--- src/rtl/multi_read_responder.sv ---
// -----------------------------------------------------------------------------
// multi_read_responder
//
// RAM-side responder for the windowed read controllers. One start pulse brings
// in NUM_LANES packed addresses plus a mask. The reads are then issued one per
// cycle into a single-port synchronous BRAM. The returned words are gathered
// into a packed output bus, and o_validRam pulses once the last lane has landed.
//
// Ports
//   i_clk        clock, rising edge
//   i_reset      asynchronous active-low reset
//   i_startRam   request strobe, sampled in IDLE only
//   i_addrRead   packed lane addresses, lane k = [k*ADDR_W +: ADDR_W]
//   i_mask       1: fetch all lanes, 0: fetch lane 0 only (others read 0)
//   o_memAddr    BRAM read address
//   o_memRead    BRAM read enable
//   i_memData    BRAM read data, valid RD_LATENCY cycles after o_memRead
//   o_data       packed results, lane k = [k*DATA_W +: DATA_W]
//   o_validRam   one-cycle pulse: o_data complete
//   o_busy       request in progress (state != IDLE)
// -----------------------------------------------------------------------------

// Per-lane result register. Cleared on request acceptance, loaded on capture.
module multi_read_responder_lane #(
    parameter int DATA_W = 16
) (
    input  logic              i_clk,
    input  logic              i_reset,
    input  logic              i_clr,
    input  logic              i_wr,
    input  logic [DATA_W-1:0] i_wdata,
    output logic [DATA_W-1:0] o_data
);
    logic [DATA_W-1:0] data_q, data_d;

    always_comb begin
        data_d = data_q;
        if (i_clr)
            data_d = '0;
        else if (i_wr)
            data_d = i_wdata;
    end

    always_ff @(posedge i_clk or negedge i_reset) begin
        if (!i_reset) data_q <= '0;
        else          data_q <= data_d;
    end

    assign o_data = data_q;
endmodule

module multi_read_responder #(
    parameter int ADDR_W     = 12,
    parameter int DATA_W     = 16,
    parameter int NUM_LANES  = 9,
    parameter int RD_LATENCY = 1
) (
    input  logic                          i_clk,
    input  logic                          i_reset,
    input  logic                          i_startRam,
    input  logic [NUM_LANES*ADDR_W-1:0]   i_addrRead,
    input  logic                          i_mask,
    output logic [ADDR_W-1:0]             o_memAddr,
    output logic                          o_memRead,
    input  logic [DATA_W-1:0]             i_memData,
    output logic [NUM_LANES*DATA_W-1:0]   o_data,
    output logic                          o_validRam,
    output logic                          o_busy
);
    localparam int IDX_W = (NUM_LANES > 1) ? $clog2(NUM_LANES) : 1;

    // All pipe stages except the emerging one. When none of them holds a
    // valid entry, the read being captured this cycle is the last one.
    localparam logic [RD_LATENCY-1:0] MID_MASK = {RD_LATENCY{1'b1}} >> 1;

    typedef enum logic [1:0] {
        S_IDLE  = 2'd0,
        S_ISSUE = 2'd1,
        S_DRAIN = 2'd2,
        S_DONE  = 2'd3
    } state_t;

    state_t state_q, state_d;

    logic [NUM_LANES-1:0][ADDR_W-1:0] addr_q, addr_d;
    logic [IDX_W-1:0]                 last_q, last_d;
    logic [IDX_W-1:0]                 cnt_q, cnt_d;

    // Read-return tracking: {valid, lane index} travels alongside each read.
    logic [RD_LATENCY-1:0]             vld_pipe_q, vld_pipe_d;
    logic [RD_LATENCY-1:0][IDX_W-1:0]  idx_pipe_q, idx_pipe_d;

    logic                             start_acc;
    logic                             issue;
    logic                             cap_en;
    logic [IDX_W-1:0]                 cap_idx;
    logic                             pipe_mid_busy;
    logic [NUM_LANES-1:0][DATA_W-1:0] lane_data;

    assign start_acc     = (state_q == S_IDLE) && i_startRam;
    assign issue         = (state_q == S_ISSUE);
    assign cap_idx       = idx_pipe_q[RD_LATENCY-1];
    assign cap_en        = vld_pipe_q[RD_LATENCY-1] &&
                           ((state_q == S_ISSUE) || (state_q == S_DRAIN));
    assign pipe_mid_busy = |(vld_pipe_q & MID_MASK);

    // ---------------------------------------------------------------- FSM
    always_ff @(posedge i_clk or negedge i_reset) begin
        if (!i_reset) state_q <= S_IDLE;
        else          state_q <= state_d;
    end

    always_comb begin
        state_d = state_q;
        case (state_q)
            S_IDLE:  if (i_startRam)     state_d = S_ISSUE;
            S_ISSUE: if (cnt_q == last_q) state_d = S_DRAIN;
            S_DRAIN: if (!pipe_mid_busy) state_d = S_DONE;
            S_DONE:                      state_d = S_IDLE;
            default:                     state_d = S_IDLE;
        endcase
    end

    always_comb begin
        o_memRead  = issue;
        o_memAddr  = issue ? addr_q[cnt_q] : '0;
        o_validRam = (state_q == S_DONE);
        o_busy     = (state_q != S_IDLE);
    end

    // ----------------------------------------------------------- datapath
    always_comb begin
        addr_d     = addr_q;
        last_d     = last_q;
        cnt_d      = cnt_q;
        vld_pipe_d = vld_pipe_q;
        idx_pipe_d = idx_pipe_q;

        if (start_acc) begin
            addr_d = i_addrRead;
            last_d = i_mask ? IDX_W'(NUM_LANES - 1) : '0;
            cnt_d  = '0;
        end else if (issue) begin
            cnt_d = cnt_q + IDX_W'(1);
        end

        vld_pipe_d[0] = issue;
        idx_pipe_d[0] = cnt_q;
        for (int i = 1; i < RD_LATENCY; i++) begin
            vld_pipe_d[i] = vld_pipe_q[i-1];
            idx_pipe_d[i] = idx_pipe_q[i-1];
        end
    end

    always_ff @(posedge i_clk or negedge i_reset) begin
        if (!i_reset) begin
            addr_q     <= '0;
            last_q     <= '0;
            cnt_q      <= '0;
            vld_pipe_q <= '0;
            idx_pipe_q <= '0;
        end else begin
            addr_q     <= addr_d;
            last_q     <= last_d;
            cnt_q      <= cnt_d;
            vld_pipe_q <= vld_pipe_d;
            idx_pipe_q <= idx_pipe_d;
        end
    end

    // ------------------------------------------------------ lane capture
    for (genvar g = 0; g < NUM_LANES; g++) begin : g_lane
        multi_read_responder_lane #(.DATA_W(DATA_W)) u_lane (
            .i_clk   (i_clk),
            .i_reset (i_reset),
            .i_clr   (start_acc),
            .i_wr    (cap_en && (cap_idx == IDX_W'(g))),
            .i_wdata (i_memData),
            .o_data  (lane_data[g])
        );
    end

    assign o_data = lane_data;
endmodule

--- config.mk ---
export PLATFORM = sky130hd
export DESIGN_NAME = multi_read_responder
export DESIGN_NICKNAME = d
export VERILOG_FILES = /design/src/rtl/multi_read_responder.sv
export SDC_FILE = /design/constraint.sdc
export NUM_CORES = 1
export LEC_CHECK = 0
export ABC_AREA = 0
export CAP_MARGIN = 30
export CELL_PAD_IN_SITES_DETAIL_PLACEMENT = 2
export CELL_PAD_IN_SITES_GLOBAL_PLACEMENT = 2
export CORE_AREA = 3 3 185 205
export DETAILED_ROUTE_END_ITERATION = 6
export DIE_AREA = 0 0 188 208
export HOLD_SLACK_MARGIN = 0.1
export PLACE_DENSITY_LB_ADDON = 0.12
export SYNTH_ARGS = -nofsm -noshare
export SYNTH_HDL_FRONTEND = slang
export SYNTH_SLANG_ARGS = --single-unit
--- constraint.sdc ---
create_clock -name i_clk -period 2.03 [get_ports i_clk]
set_input_delay 0.203 -clock i_clk [delete_from_list [all_inputs] [get_ports i_clk]]
set_output_delay 0.203 -clock i_clk [all_outputs]
set_load 0.02 [all_outputs]
==> results.ini <==
[run_status]
status = finished with violations
violations = negative setup slack

[placed_design]
hpwl_um = 27300
io_buffers = 286
preCtsSetupSlack_ns = -0.364
dp_cells = 1687
gp_routability_congestion = 0.765

[yosys]
synthesis.nets = 1077
ys.flop_type = dfrtp_1
netlist_instances = 942
synth_cell_types = 40
synthesis.area_um2 = 11500
syn_area_per_cell_um2 = 12.2
ys_seq_elements = 264
ys_warn_count = 0
synth_seq_area_share_pct = 57.5
async_flop_share_pct = 100
synth_edf_count = 0

[global_route]
grt_usage_pct = 19.2
grt_max_degree = 66
antenna_found_initial = 5
grt_pass1_wl_um = 58600
overflow = 0
grt_pass1_vias = 9400

[worst_setup_path]
crit_type = flop to output pin
rr_startpoint = state_q[0]
reg2regPathDepth = 10
startpoint_type = flop
critical_path.endpoint = o_memAddr[8]
end_kind = output pin
critical_path_required_ns = 1.83
worstReg2RegEnd = g_lane[5].u_lane.o_data[0]
crit_path_max_fanout = 7
critPathLaunch = cnt_q[0]
ff2ff_setup_slack_ns = -0.13
arrival_ns = 2.27

[route]
dr.first_iter.drc_count = 248
drc = 0
final_antenna_net_count = 0
num_vias = 8530
vias_per_cell = 4.84
wl_per_cell_um = 22.2
first_pass_iters = 4
drt_wl_total_um = 39100

[timing]
final-max-slew-violation-count = 0
fin_crit_ns = 2.47
rsz0062_at_grt = yes
post-route-period-util_pct = 122
skew_ns = 0.00539
fin_setup_tns_ns = -6.04
setup_slack_ns = -0.441
relSlewSlack_pct = 57.5
fmax_ghz = 0.405
setup_viol_count_final = 43
tightest_slew_ns = 0.635
hold_violations = 0

[pwr]
peakVddDrop_mv = 0.801
power_density_nw_per_um2 = 1410
report.power.total_w = 0.0234
p_leak_nw = 7.30

[final_layout]
fin_util_pct = 45.9
areaGrowthSynthToFinish_pct = 44.2
fillers = 3559
layout.nets = 1387
drive_gt1_share_pct = 25.1
final_cells = 1761

[floorplan]
placement_rows = 73
initial_utilization_pct = 31.8
io_pins = 287
die-height_um = 208
die-width_um = 188
dieArea_um2 = 39100
core_area_um2 = 36100

[clock_network]
clock_latency_ns = 0.56
clk_pin_slew_ns = 0.06
h-tree-depth = 1
cts_tree = built
cts_buffers = 30
cts-root-to-sink-buffers = 3
cts-root-buf = clkbuf_16
cts_sinks = 264

[min_path]
hold_path.class = input port to asynchronous set/reset pin

[flow_run]
drv_cap = 0

what timing repair did:
item / CTS / global route
resized for setup: 109 / 54
hold buffers: 1 / 0
pin swaps: 23 / 18
setup endpoints to repair: 93 / 80
setup buffers: 9 / 10
gates cloned: 0 / 2
hold endpoints to repair: 264 / 0
routing by layer:
layer | up-vias | GRT usage, % | wire [µm]
li1 | 3824 | - | -
met1 | 4441 | 22.9 | 15600
met2 | 216 | 35.0 | 20400
met3 | 41 | 5.27 | 2570
met4 | 8 | 3.34 | 529
met5 | - | 0 | 58
cell usage after synthesis, types with 2 or more instances:
master	instances	area (µm²)
ha_1	7	87.6
a21boi_1	10	75.1
nor3b_2	2	25.0
o21ai_1	4	20.0
dfrtp_1	264	6610
nor2b_1	2	12.5
buf_2	48	240
nand3b_1	2	15.0
xor2_1	3	26.3
inv_1	5	18.8
o21ai_0	10	50.1
a221oi_1	12	105
buf_8	3	45.0
clkbuf_1	15	56.3
nor2_1	86	323
nand2_1	143	537
mux2_2	110	1240
buf_6	8	90.1
a21boi_0	2	15.0
nand3_1	2	10.0
mux2i_1	106	1060
buf_4	5	37.5
and2_1	3	18.8
mux4_1	11	289
a21oi_1	64	320
cell families (layout without fill, tap and decap cells):
family	after synthesis	count (layout)	synth area share, %
flip-flops	264	264	57.5
AND/OR/NAND/NOR	250	250	9.10
multiplexers	228	228	22.7
AO/OA/AOI/OAI	102	102	5.10
buffers and inverters	87	418	4.50
adder cells (fa/ha/maj)	7	7	0.762
XOR/XNOR	4	4	0.305
other	0	1	0
where the power goes:
part / switching (W) / internal [W]
clock network: 0.00225 / 0.00303
logic: 0.00470 / 0.00501
registers: 0.00123 / 0.00716
total: 0.00818 / 0.0152
layout by cell type (no fill, tap or decap), types with 3 or more instances in the layout:
master,count
a21boi_1,9
a21boi_2,3
a21oi_1,39
a21oi_2,25
a221oi_2,11
buf_12,20
buf_4,49
buf_6,10
buf_8,5
clkbuf_1,8
clkbuf_16,33
clkbuf_8,7
clkdlybuf4s50_1,270
clkinv_2,5
dfrtp_1,263
ha_1,5
inv_1,4
mux2_2,110
mux2i_1,102
mux2i_2,4
mux4_2,11
nand2_1,139
nand2_4,3
nor2_1,86
o21ai_1,10
xor2_1,3
sequential cells by signal (all words and copies together), names as in the netlist:
| name | flops |
|---|---|
| vld_pipe_q | 1 |
| cnt_q | 4 |
| cap_idx | 4 |
| g_lane.u_lane.o_data | 144 |
| addr_q | 108 |
| last_q | 1 |
| state_q | 2 |
worst min-delay path by stage:
stage,to
floorplan,addr_q[0]
global placement,g_lane[1].u_lane.o_data[0]
detailed placement,g_lane[1].u_lane.o_data[0]
CTS,g_lane[1].u_lane.o_data[0]
global route,g_lane[1].u_lane.o_data[0]
finish,g_lane[1].u_lane.o_data[0]
worst max-delay path, stage by stage (launching register included):
cell	delay [ns]
dfrtp_2	0.43
buf_12	0.15
buf_12	0.14
mux2i_2	0.16
a221oi_2	0.31
o21ai_1	0.12
a21boi_1	0.19
buf_4	0.19
cell type report:
class | instances | area (µm²) | area share [%]
diodes | 1 | 2.50 | 0.0151
clock buffers | 46 | 902 | 5.45
clock inverters | 7 | 40.0 | 0.242
inverters | 5 | 23.8 | 0.144
multi-input cells | 591 | 4630 | 28.0
flip-flops and latches | 264 | 6610 | 39.9
well taps | 487 | 609 | 3.68
repair buffers | 360 | 3750 | 22.6
through the flow:
step	area, µm²	hold WS (ns)
after global placement	15100	0.139
after global routing	16600	0.158
after floorplan	11500	-0.0926
after CTS	16300	0.140
after detailed placement	15100	0.142
final	16600	0.144
Note: power is estimated with default switching activity, not from simulation.
